[config.mk]
export PLATFORM = sky130hd
export DESIGN_NAME = alu_op_sequencer
export DESIGN_NICKNAME = d
export VERILOG_FILES = /design/src/rtl/alu_op_sequencer.sv
export SDC_FILE = /design/constraint.sdc
export NUM_CORES = 1
export LEC_CHECK = 0
export ABC_AREA = 1
export CAP_MARGIN = 10
export CELL_PAD_IN_SITES_DETAIL_PLACEMENT = 1
export CELL_PAD_IN_SITES_GLOBAL_PLACEMENT = 1
export CORE_ASPECT_RATIO = 1.75
export CORE_MARGIN = 2
export CORE_UTILIZATION = 30
export CTS_CLUSTER_SIZE = 10
export DETAILED_ROUTE_END_ITERATION = 6
export GPL_TIMING_DRIVEN = 0
export PLACE_DENSITY = 0.66
export SLEW_MARGIN = 15
export SYNTH_ARGS = -nofsm -noshare
export SYNTH_HDL_FRONTEND = slang
export SYNTH_SLANG_ARGS = --single-unit
[constraint.sdc]
create_clock -name clock -period 1.4 [get_ports clock]
set_clock_uncertainty 0.1 [all_clocks]
set_input_delay 0.14 -clock clock [delete_from_list [all_inputs] [get_ports clock]]
set_output_delay 0.14 -clock clock [all_outputs]
set_load 0.01 [all_outputs]
[src/rtl/alu_op_sequencer.sv]
// Front-end sequencer for a registered ALU: stages A/B/OP from a shared switch bus, issues a
// snapshot on start, waits out the ALU latency and captures the result. Define OP_CHECK_EN to
// reject illegal opcodes at start with a one-cycle o_err pulse.
module alu_op_sequencer #(
    parameter int unsigned N_BITS  = 6,
    parameter int unsigned ALU_LAT = 1
) (
    input  logic              clock,
    input  logic              reset,
    input  logic [N_BITS-1:0] i_sw,
    input  logic              i_btn_a,
    input  logic              i_btn_b,
    input  logic              i_btn_op,
    input  logic              i_start,
    input  logic [N_BITS-1:0] i_alu_res,
    output logic [N_BITS-1:0] o_alu_A,
    output logic [N_BITS-1:0] o_alu_B,
    output logic [N_BITS-1:0] o_alu_OP,
    output logic [N_BITS-1:0] o_result,
    output logic              o_valid,
    output logic              o_busy,
    output logic              o_err
);

    localparam int unsigned     CntW    = (ALU_LAT > 1) ? $clog2(ALU_LAT) : 1;
    localparam logic [CntW-1:0] CntLoad = CntW'(ALU_LAT - 1);

    typedef enum logic [1:0] {
        StIdle  = 2'd0,
        StIssue = 2'd1,
        StWait  = 2'd2,
        StDone  = 2'd3
    } state_e;

    state_e state_q, state_d;

    // Strobe history, sampled every clock regardless of state
    logic btn_a_q, btn_b_q, btn_op_q, start_q;
    logic load_a, load_b, load_op, start_evt;

    logic [N_BITS-1:0] stg_a_q, stg_a_d;
    logic [N_BITS-1:0] stg_b_q, stg_b_d;
    logic [N_BITS-1:0] stg_op_q, stg_op_d;
    logic [N_BITS-1:0] alu_a_q, alu_a_d;
    logic [N_BITS-1:0] alu_b_q, alu_b_d;
    logic [N_BITS-1:0] alu_op_q, alu_op_d;
    logic [N_BITS-1:0] result_q, result_d;
    logic [CntW-1:0]   cnt_q, cnt_d;

`ifdef OP_CHECK_EN
    logic err_q, err_d;

    function automatic logic op_legal(input logic [N_BITS-1:0] op);
        return (op == N_BITS'(6'b100000)) || (op == N_BITS'(6'b100010)) ||
               (op == N_BITS'(6'b100100)) || (op == N_BITS'(6'b100101)) ||
               (op == N_BITS'(6'b100110)) || (op == N_BITS'(6'b000011)) ||
               (op == N_BITS'(6'b000010)) || (op == N_BITS'(6'b100111));
    endfunction
`endif

    always_comb begin
        load_a    = i_btn_a  & ~btn_a_q;
        load_b    = i_btn_b  & ~btn_b_q;
        load_op   = i_btn_op & ~btn_op_q;
        start_evt = i_start  & ~start_q;
    end

    always_ff @(posedge clock or posedge reset) begin
        if (reset) begin
            btn_a_q  <= 1'b0;
            btn_b_q  <= 1'b0;
            btn_op_q <= 1'b0;
            start_q  <= 1'b0;
        end else begin
            btn_a_q  <= i_btn_a;
            btn_b_q  <= i_btn_b;
            btn_op_q <= i_btn_op;
            start_q  <= i_start;
        end
    end

    always_comb begin
        state_d  = state_q;
        stg_a_d  = stg_a_q;
        stg_b_d  = stg_b_q;
        stg_op_d = stg_op_q;
        alu_a_d  = alu_a_q;
        alu_b_d  = alu_b_q;
        alu_op_d = alu_op_q;
        result_d = result_q;
        cnt_d    = cnt_q;
`ifdef OP_CHECK_EN
        err_d    = 1'b0;
`endif

        unique case (state_q)
            StIdle: begin
                if (load_a)  stg_a_d  = i_sw;
                if (load_b)  stg_b_d  = i_sw;
                if (load_op) stg_op_d = i_sw;
                // Snapshot reads the _q staging, so a same-cycle load is not seen here
                if (start_evt) begin
`ifdef OP_CHECK_EN
                    if (!op_legal(stg_op_q)) begin
                        err_d = 1'b1;
                    end else begin
                        alu_a_d  = stg_a_q;
                        alu_b_d  = stg_b_q;
                        alu_op_d = stg_op_q;
                        state_d  = StIssue;
                    end
`else
                    alu_a_d  = stg_a_q;
                    alu_b_d  = stg_b_q;
                    alu_op_d = stg_op_q;
                    state_d  = StIssue;
`endif
                end
            end
            StIssue: begin
                cnt_d   = CntLoad;
                state_d = StWait;
            end
            StWait: begin
                if (cnt_q == '0) begin
                    result_d = i_alu_res;
                    state_d  = StDone;
                end else begin
                    cnt_d = cnt_q - CntW'(1);
                end
            end
            StDone: begin
                state_d = StIdle;
            end
            default: begin
                state_d = StIdle;
            end
        endcase
    end

    always_ff @(posedge clock or posedge reset) begin
        if (reset) begin
            state_q  <= StIdle;
            stg_a_q  <= '0;
            stg_b_q  <= '0;
            stg_op_q <= '0;
            alu_a_q  <= '0;
            alu_b_q  <= '0;
            alu_op_q <= '0;
            result_q <= '0;
            cnt_q    <= '0;
        end else begin
            state_q  <= state_d;
            stg_a_q  <= stg_a_d;
            stg_b_q  <= stg_b_d;
            stg_op_q <= stg_op_d;
            alu_a_q  <= alu_a_d;
            alu_b_q  <= alu_b_d;
            alu_op_q <= alu_op_d;
            result_q <= result_d;
            cnt_q    <= cnt_d;
        end
    end

`ifdef OP_CHECK_EN
    always_ff @(posedge clock or posedge reset) begin
        if (reset) begin
            err_q <= 1'b0;
        end else begin
            err_q <= err_d;
        end
    end

    assign o_err = err_q;
`else
    assign o_err = 1'b0;
`endif

    assign o_alu_A  = alu_a_q;
    assign o_alu_B  = alu_b_q;
    assign o_alu_OP = alu_op_q;
    assign o_result = result_q;
    assign o_valid  = (state_q == StDone);
    assign o_busy   = (state_q != StIdle);

endmodule

==> results of run 1 <==
worst min path at each step:
stage,slack (ns),endpoint,start,cells after the start
after global placement,0.36,o_alu_B[1],o_alu_B[1],2
after floorplan,0.07,btn_a_q,i_btn_a,0
after CTS,0.04,o_alu_A[4],reset,2
after detailed placement,0.34,o_alu_A[4],reset,2
after global routing,0.09,o_alu_A[3],reset,2
final,0.03,stg_a_q[3],reset,2
worst reg2reg max path: stages (launching register included):
cell and delay, ns:
dfrtp_1 0.37, inv_2 0.07, buf_4 0.13, ha_2 0.18
or2_2 0.30, nand2_1 0.07, nand2_1 0.04
stage by stage:
step | hold WS (ns) | cell area [um^2] | util | std cells | TNS (ns)
global placement | 0.356 | 2590 | 0.393 | 337 | -47.33
finish | 0.0323 | 2890 | 0.438 | 354 | 0
floorplan | 0.0714 | 2050 | - | 212 | 0
CTS | 0.0403 | 2820 | 0.429 | 353 | -0.00332
global route | 0.0910 | 2890 | 0.438 | 354 | -0.641
detailed placement | 0.342 | 2610 | 0.396 | 338 | -1.85
layout by cell type (no fill, tap or decap), types with 2 or more instances in the layout:
cell type / netlist / final
o21ai_0: 6 / 5
nand2_2: 0 / 6
nand3_1: 4 / 2
inv_1: 13 / 10
buf_2: 1 / 2
inv_2: 1 / 4
nand2_1: 84 / 78
ha_1: 4 / 2
dfrtp_1: 48 / 48
clkdlybuf4s50_1: 0 / 17
buf_4: 6 / 9
buf_12: 1 / 3
nand4_1: 36 / 36
nand3_4: 2 / 2
nand3_2: 0 / 2
clkbuf_16: 0 / 5
dlygate4sd2_1: 0 / 24
buf_6: 4 / 7
area by class of cell:
cell class | count | area (um^2) | area share
clock buffers | 6 | 129 | 0.0447
multi-input cells | 138 | 726 | 0.252
inverters | 14 | 52.6 | 0.0182
clock inverters | 2 | 35.0 | 0.0121
flip-flops and latches | 48 | 1200 | 0.416
well taps | 82 | 103 | 0.0356
plain buffers | 12 | 141 | 0.0490
repair buffers | 52 | 498 | 0.173
kinds of logic after synthesis:
family / synth area share
simple gates: 0.293
compound gates: 0.0146
other cells: 0.00183
buf+inv: 0.0816
fa+ha+maj: 0.0244
flops: 0.585
layer usage:
layer | vias to the layer above | global-route usage
li1 | 820 | -
met2 | 37 | 0.270
met1 | 795 | 0.166
met4 | 0 | 0.0653
met3 | 6 | 0.0266
met5 | - | 0
power groups by stage:
stage               sequential [uW]  combinational [uW]  clock, uW
floorplan                      2380                1070          0
global placement               2290                2130          0
detailed placement             2320                2200          0
CTS                            2280                2250       1370
global route                   2360                2670       1420
finish                         2280                2370       1340
timing repair:
action	4_1_cts	5_1_grt
setup endpoints to repair	58	39
setup buffers	6	1
gates cloned	1	0
hold buffers	0	0
resized for setup	38	19
pin swaps	1	4
synthesized netlist by cell type, types with 2 or more instances:
| cell type | n |
|---|---|
| buf_4 | 6 |
| inv_1 | 13 |
| nand3_4 | 2 |
| nand4_1 | 36 |
| ha_1 | 4 |
| buf_6 | 4 |
| dfrtp_1 | 48 |
| nand3_1 | 4 |
| o21ai_0 | 6 |
| nand2_1 | 84 |
sequential cells by signal, summed over array words and instances, names as in the netlist:
name and cells:
o_alu_A 6, o_alu_B 6, o_alu_OP 6, o_result 6
stg_a_q 6, stg_b_q 6, stg_op_q 6, state_q 2
btn_a_q 1, btn_b_q 1, btn_op_q 1, start_q 1
==> impl_metrics.yaml, run 1 <==
outcome:
  status: "finished clean"
die:
  start_util: 0.312
  die-area_um2: 7550
  die_h_um: 113
  fp.coreArea_um2: 6590
  die_w_um: 66.6
  ioPinCount: 45
  rows: 39
sta:
  setup_viol: 0
  fin_crit_sh: 0.999
  setup_slack_ns: 0.00183
  fin_crit_ns: 1.40
  slew_viol_final: 0
  final_hold_viol_count: 0
  max_freq_mhz: 715
  rsz0062_at_grt: "true"
yosys:
  synthTopCellsByArea: "dfrtp_1 58%, nand2_1 15%, nand4_1 11%, ha_1 2.4%, inv_1 2.4%"
  yosysTopAreaCell: "dfrtp_1"
  yosys_warnings: 0
  syn_avg_cell_area_um2: 9.69
  synth_top_cell_area_share: 0.585
  ys_ff_latch: 48
  netlist_area_um2: 2050
  synth_cells: 212
  ys_types: 15
  synth-async-reset-ratio: 1.00
  synth.yosys.seq_area_share: 0.585
  synth-edff-count: 0
  ys.flop_type: "dfrtp_1"
  syn_nets: 234
hold_path:
  hp-class: "in2async"
global_routing:
  antenna_found_initial: 0
  grt_pass1_vias: 1733
  gr-usage-all-layers: 0.149
  grt_max_degree: 36
  grt_pass1_wl_um: 8480
  grt_overflow_total: 0
finish:
  finalNetCount: 293
  diodes: 0
  drive_gt1_frac: 0.173
  syn_to_final_growth_pct: 40.4
  nFillCells: 783
critical_path:
  slowest_delay_ns: 0.41
  cp.required_ns: 1.16
  cp_num_buf_inv: 2
  reg2regPathDepth: 6
  r2r-end: "state_q[0]"
  start_kind: "register"
  crit_type: "reg2out"
  rrSetupSlack_ns: 0.03
  worst-path-stages: 3
  crit_family: "flip-flops"
  slowest_stage: "dfrtp_1"
  reg2reg_from: "state_q[0]"
  cp_cell_sequence: "buf_4, ha_1, buf_2"
  cp_data_arrival_time_ns: 1.16
  setup.worst_path.end: "o_valid"
  path_max_fanout: 3
  end_kind: "output port"
  worstSetupStartpoint: "state_q[1]"
cts:
  cts_buffers: 5
  clk_pin_slew_ns: 0.07
  cts_htree_levels: 2
  worst_skew_pair.late_latency_ns: 0.29
  clockBufferDepth: 2
  cts_tree: "built"
  ctsRootBufferMaster: "clkbuf_16"
  clock_sink_count: 48
job:
  maxCapViolCount: 0
power_and_ir_drop:
  p_seq_frac: 0.381
  p_comb_frac: 0.395
  p_sw_frac: 0.341
  switching_power_uw: 2040
  p_clk_frac: 0.223
  ir_worst_vdd_v: 0.000797
  leakagePower_uw: 0.00149
  p_int_uw: 3950
  power_uw: 5990
  power_density_nw_per_um2: 2080
route:
  top_layer: "met4"
  drcViolationCount: 0
  ant_nets: 0
  drt-met1-wl_um: 1960
  drt-initial-drc-count: 34
  routed-wl-met2_um: 2810
  via_per_inst: 4.68
  dr.pass1.iters: 4
  wl_um: 5060
  wl_met3_um: 172
  wl_per_cell_um: 14.3
  num_vias: 1658
place:
  hpwl_um: 3700
  io_buffers: 43
  gp_congestion: 0.740
  dp_slack_ns: -0.115
(Power assumes the default switching activity.)
==> run 2: changes to the inputs <==
SETUP_SLACK_MARGIN = 0.2   (was unset)
==> impl_metrics.yaml, run 2 (synthesis results as in run 1) <==
outcome:
  status: "finished with violations"
  violations: "negative setup slack"
power_and_ir_drop:
  p_clk_frac: 0.185
  p_comb_frac: 0.455
  switching_power_uw: 2250
  p_int_uw: 4160
  p_seq_frac: 0.360
  leakagePower_uw: 0.00148
  p_sw_frac: 0.351
  ir_worst_vdd_v: 0.00110
  power_density_nw_per_um2: 2080
die:
  die-area_um2: 7550
  die_h_um: 113
  fp.coreArea_um2: 6590
  start_util: 0.312
  ioPinCount: 45
  rows: 39
  die_w_um: 66.6
cts:
  ctsRootBufferMaster: "clkbuf_16"
  cts_buffers: 5
  cts_htree_levels: 2
  clockBufferDepth: 2
  cts_tree: "built"
  worst_skew_pair.late_latency_ns: 0.29
  clock_sink_count: 48
  clk_pin_slew_ns: 0.06
route:
  dr.pass1.iters: 4
  wl_per_cell_um: 14.6
  ant_nets: 0
  wl_um: 5210
  via_per_inst: 4.70
  drcViolationCount: 0
  num_vias: 1681
  drt-initial-drc-count: 65
sta:
  max_freq_mhz: 713
  setup_slack_ns: -0.00165
  tns_ns: -0.00219
  rsz0062_at_grt: "true"
  fin_crit_ns: 1.40
  slew_viol_final: 0
  fin_crit_sh: 1.00
  setup_viol: 2
  final_hold_viol_count: 0
critical_path:
  r2r-end: "stg_op_q[2]"
  worst-path-stages: 5
  start_kind: "register"
  slowest_stage: "dfrtp_1"
  worstSetupStartpoint: "state_q[0]"
  cp_data_arrival_time_ns: 1.16
  crit_family: "flip-flops"
  rrSetupSlack_ns: -0.002
  cp.required_ns: 1.16
  cp_num_buf_inv: 4
  setup.worst_path.end: "o_busy"
  crit_type: "reg2out"
  path_max_fanout: 3
  reg2reg_from: "state_q[1]"
  slowest_delay_ns: 0.40
  end_kind: "output port"
  reg2regPathDepth: 7
  cp_cell_sequence: "inv_2, buf_6, ha_4, inv_2, buf_6"
place:
  gp_congestion: 0.727
  dp_slack_ns: -0.103
  hpwl_um: 3520
  io_buffers: 43
finish:
  finalNetCount: 297
  drive_gt1_frac: 0.261
  nFillCells: 742
  final_common_cell: "nand2_1"
  most-common-layout-cells: "62 x nand2_1, 48 x dfrtp_1, 36 x nand4_1"
  diodes: 0
  syn_to_final_growth_pct: 50.1
global_routing:
  use_met3: 0.0316
  gr-usage-all-layers: 0.146
  grt_pass1_vias: 1703
  antenna_found_initial: 0
  gr-usage-met1: 0.180
  grt_overflow_total: 0
  met2_usage: 0.248
  top_usage_layer: "met2"
  grt_pass1_wl_um: 8390
  grt_max_degree: 49
hold_path:
  hp-class: "in2async"
job:
  maxCapViolCount: 0
run 2: changes by cell type in the layout (fill, tap and decap cells not counted), sizes merged:
cell / before / now
inv: 14 / 13
clkbuf: 6 / 8
clkdlybuf4s15: 0 / 23
clkinvlp: 0 / 2
bufinv: 1 / 0
dlygate4sd2: 24 / 0
buf: 23 / 26
run 2: cell type report:
class	count	area (um^2)	share of cell area
sequential	48	1200	0.390
buffer	12	161	0.0524
multi-input combinational	138	831	0.269
timing repair buffer	56	586	0.190
clock inverter	2	16.3	0.00528
inverter	14	56.3	0.0183
clock buffer	6	129	0.0418
tap	82	103	0.0333
run 2: how the worst min path moves through the flow:
stage            startpoint           to  slack (ns)  depth (start not counted)
2_1_floorplan         reset      btn_a_q        0.07                          1
3_3_place_gp     stg_b_q[1]   stg_b_q[1]        0.36                          2
3_5_place_dp    stg_op_q[3]  stg_op_q[3]        0.36                          2
4_1_cts        i_alu_res[3]  o_result[3]        0.31                          3
5_1_grt               reset   o_alu_A[5]        0.09                          2
6_report              reset   o_alu_A[5]        0.07                          2
run 2: routing by layer:
metal  vias to the layer above  wire length, um
met5                         -                0
met4                         0               86
met3                         8              180
met2                        35             2920
met1                       812             2030
li1                        826                -
run 2: what timing repair did:
| action | 4_1_cts | 5_1_grt |
|---|---|---|
| gates resized for setup | 55 | 62 |
| cloned | 0 | 1 |
| buffers inserted | 6 | 5 |
| setup endpoints to repair | 70 | 62 |
| pin swaps | 3 | 9 |
| hold buffers | 0 | 0 |
run 2: per-stage QoR:
stage | utilization | power, uW | hold WS, ns | cell area, um^2 | instances
final | 0.468 | 6410 | 0.0653 | 3080 | 358
after global routing | 0.468 | 6910 | 0.0944 | 3080 | 358
after CTS | 0.430 | 5770 | 0.305 | 2830 | 351
after detailed placement | 0.394 | 4490 | 0.360 | 2590 | 337
after global placement | 0.394 | 4440 | 0.356 | 2590 | 337
after floorplan | - | 3460 | 0.0697 | 2060 | 212
run 2: power groups by stage:
stage                     sequential (uW)  combinational, uW  clock [uW]
after floorplan                      2380               1080           0
after global placement               2290               2150           0
after detailed placement             2310               2180           0
after CTS                            2260               2300        1210
after global routing                 2390               3240        1280
final                                2310               2920        1180
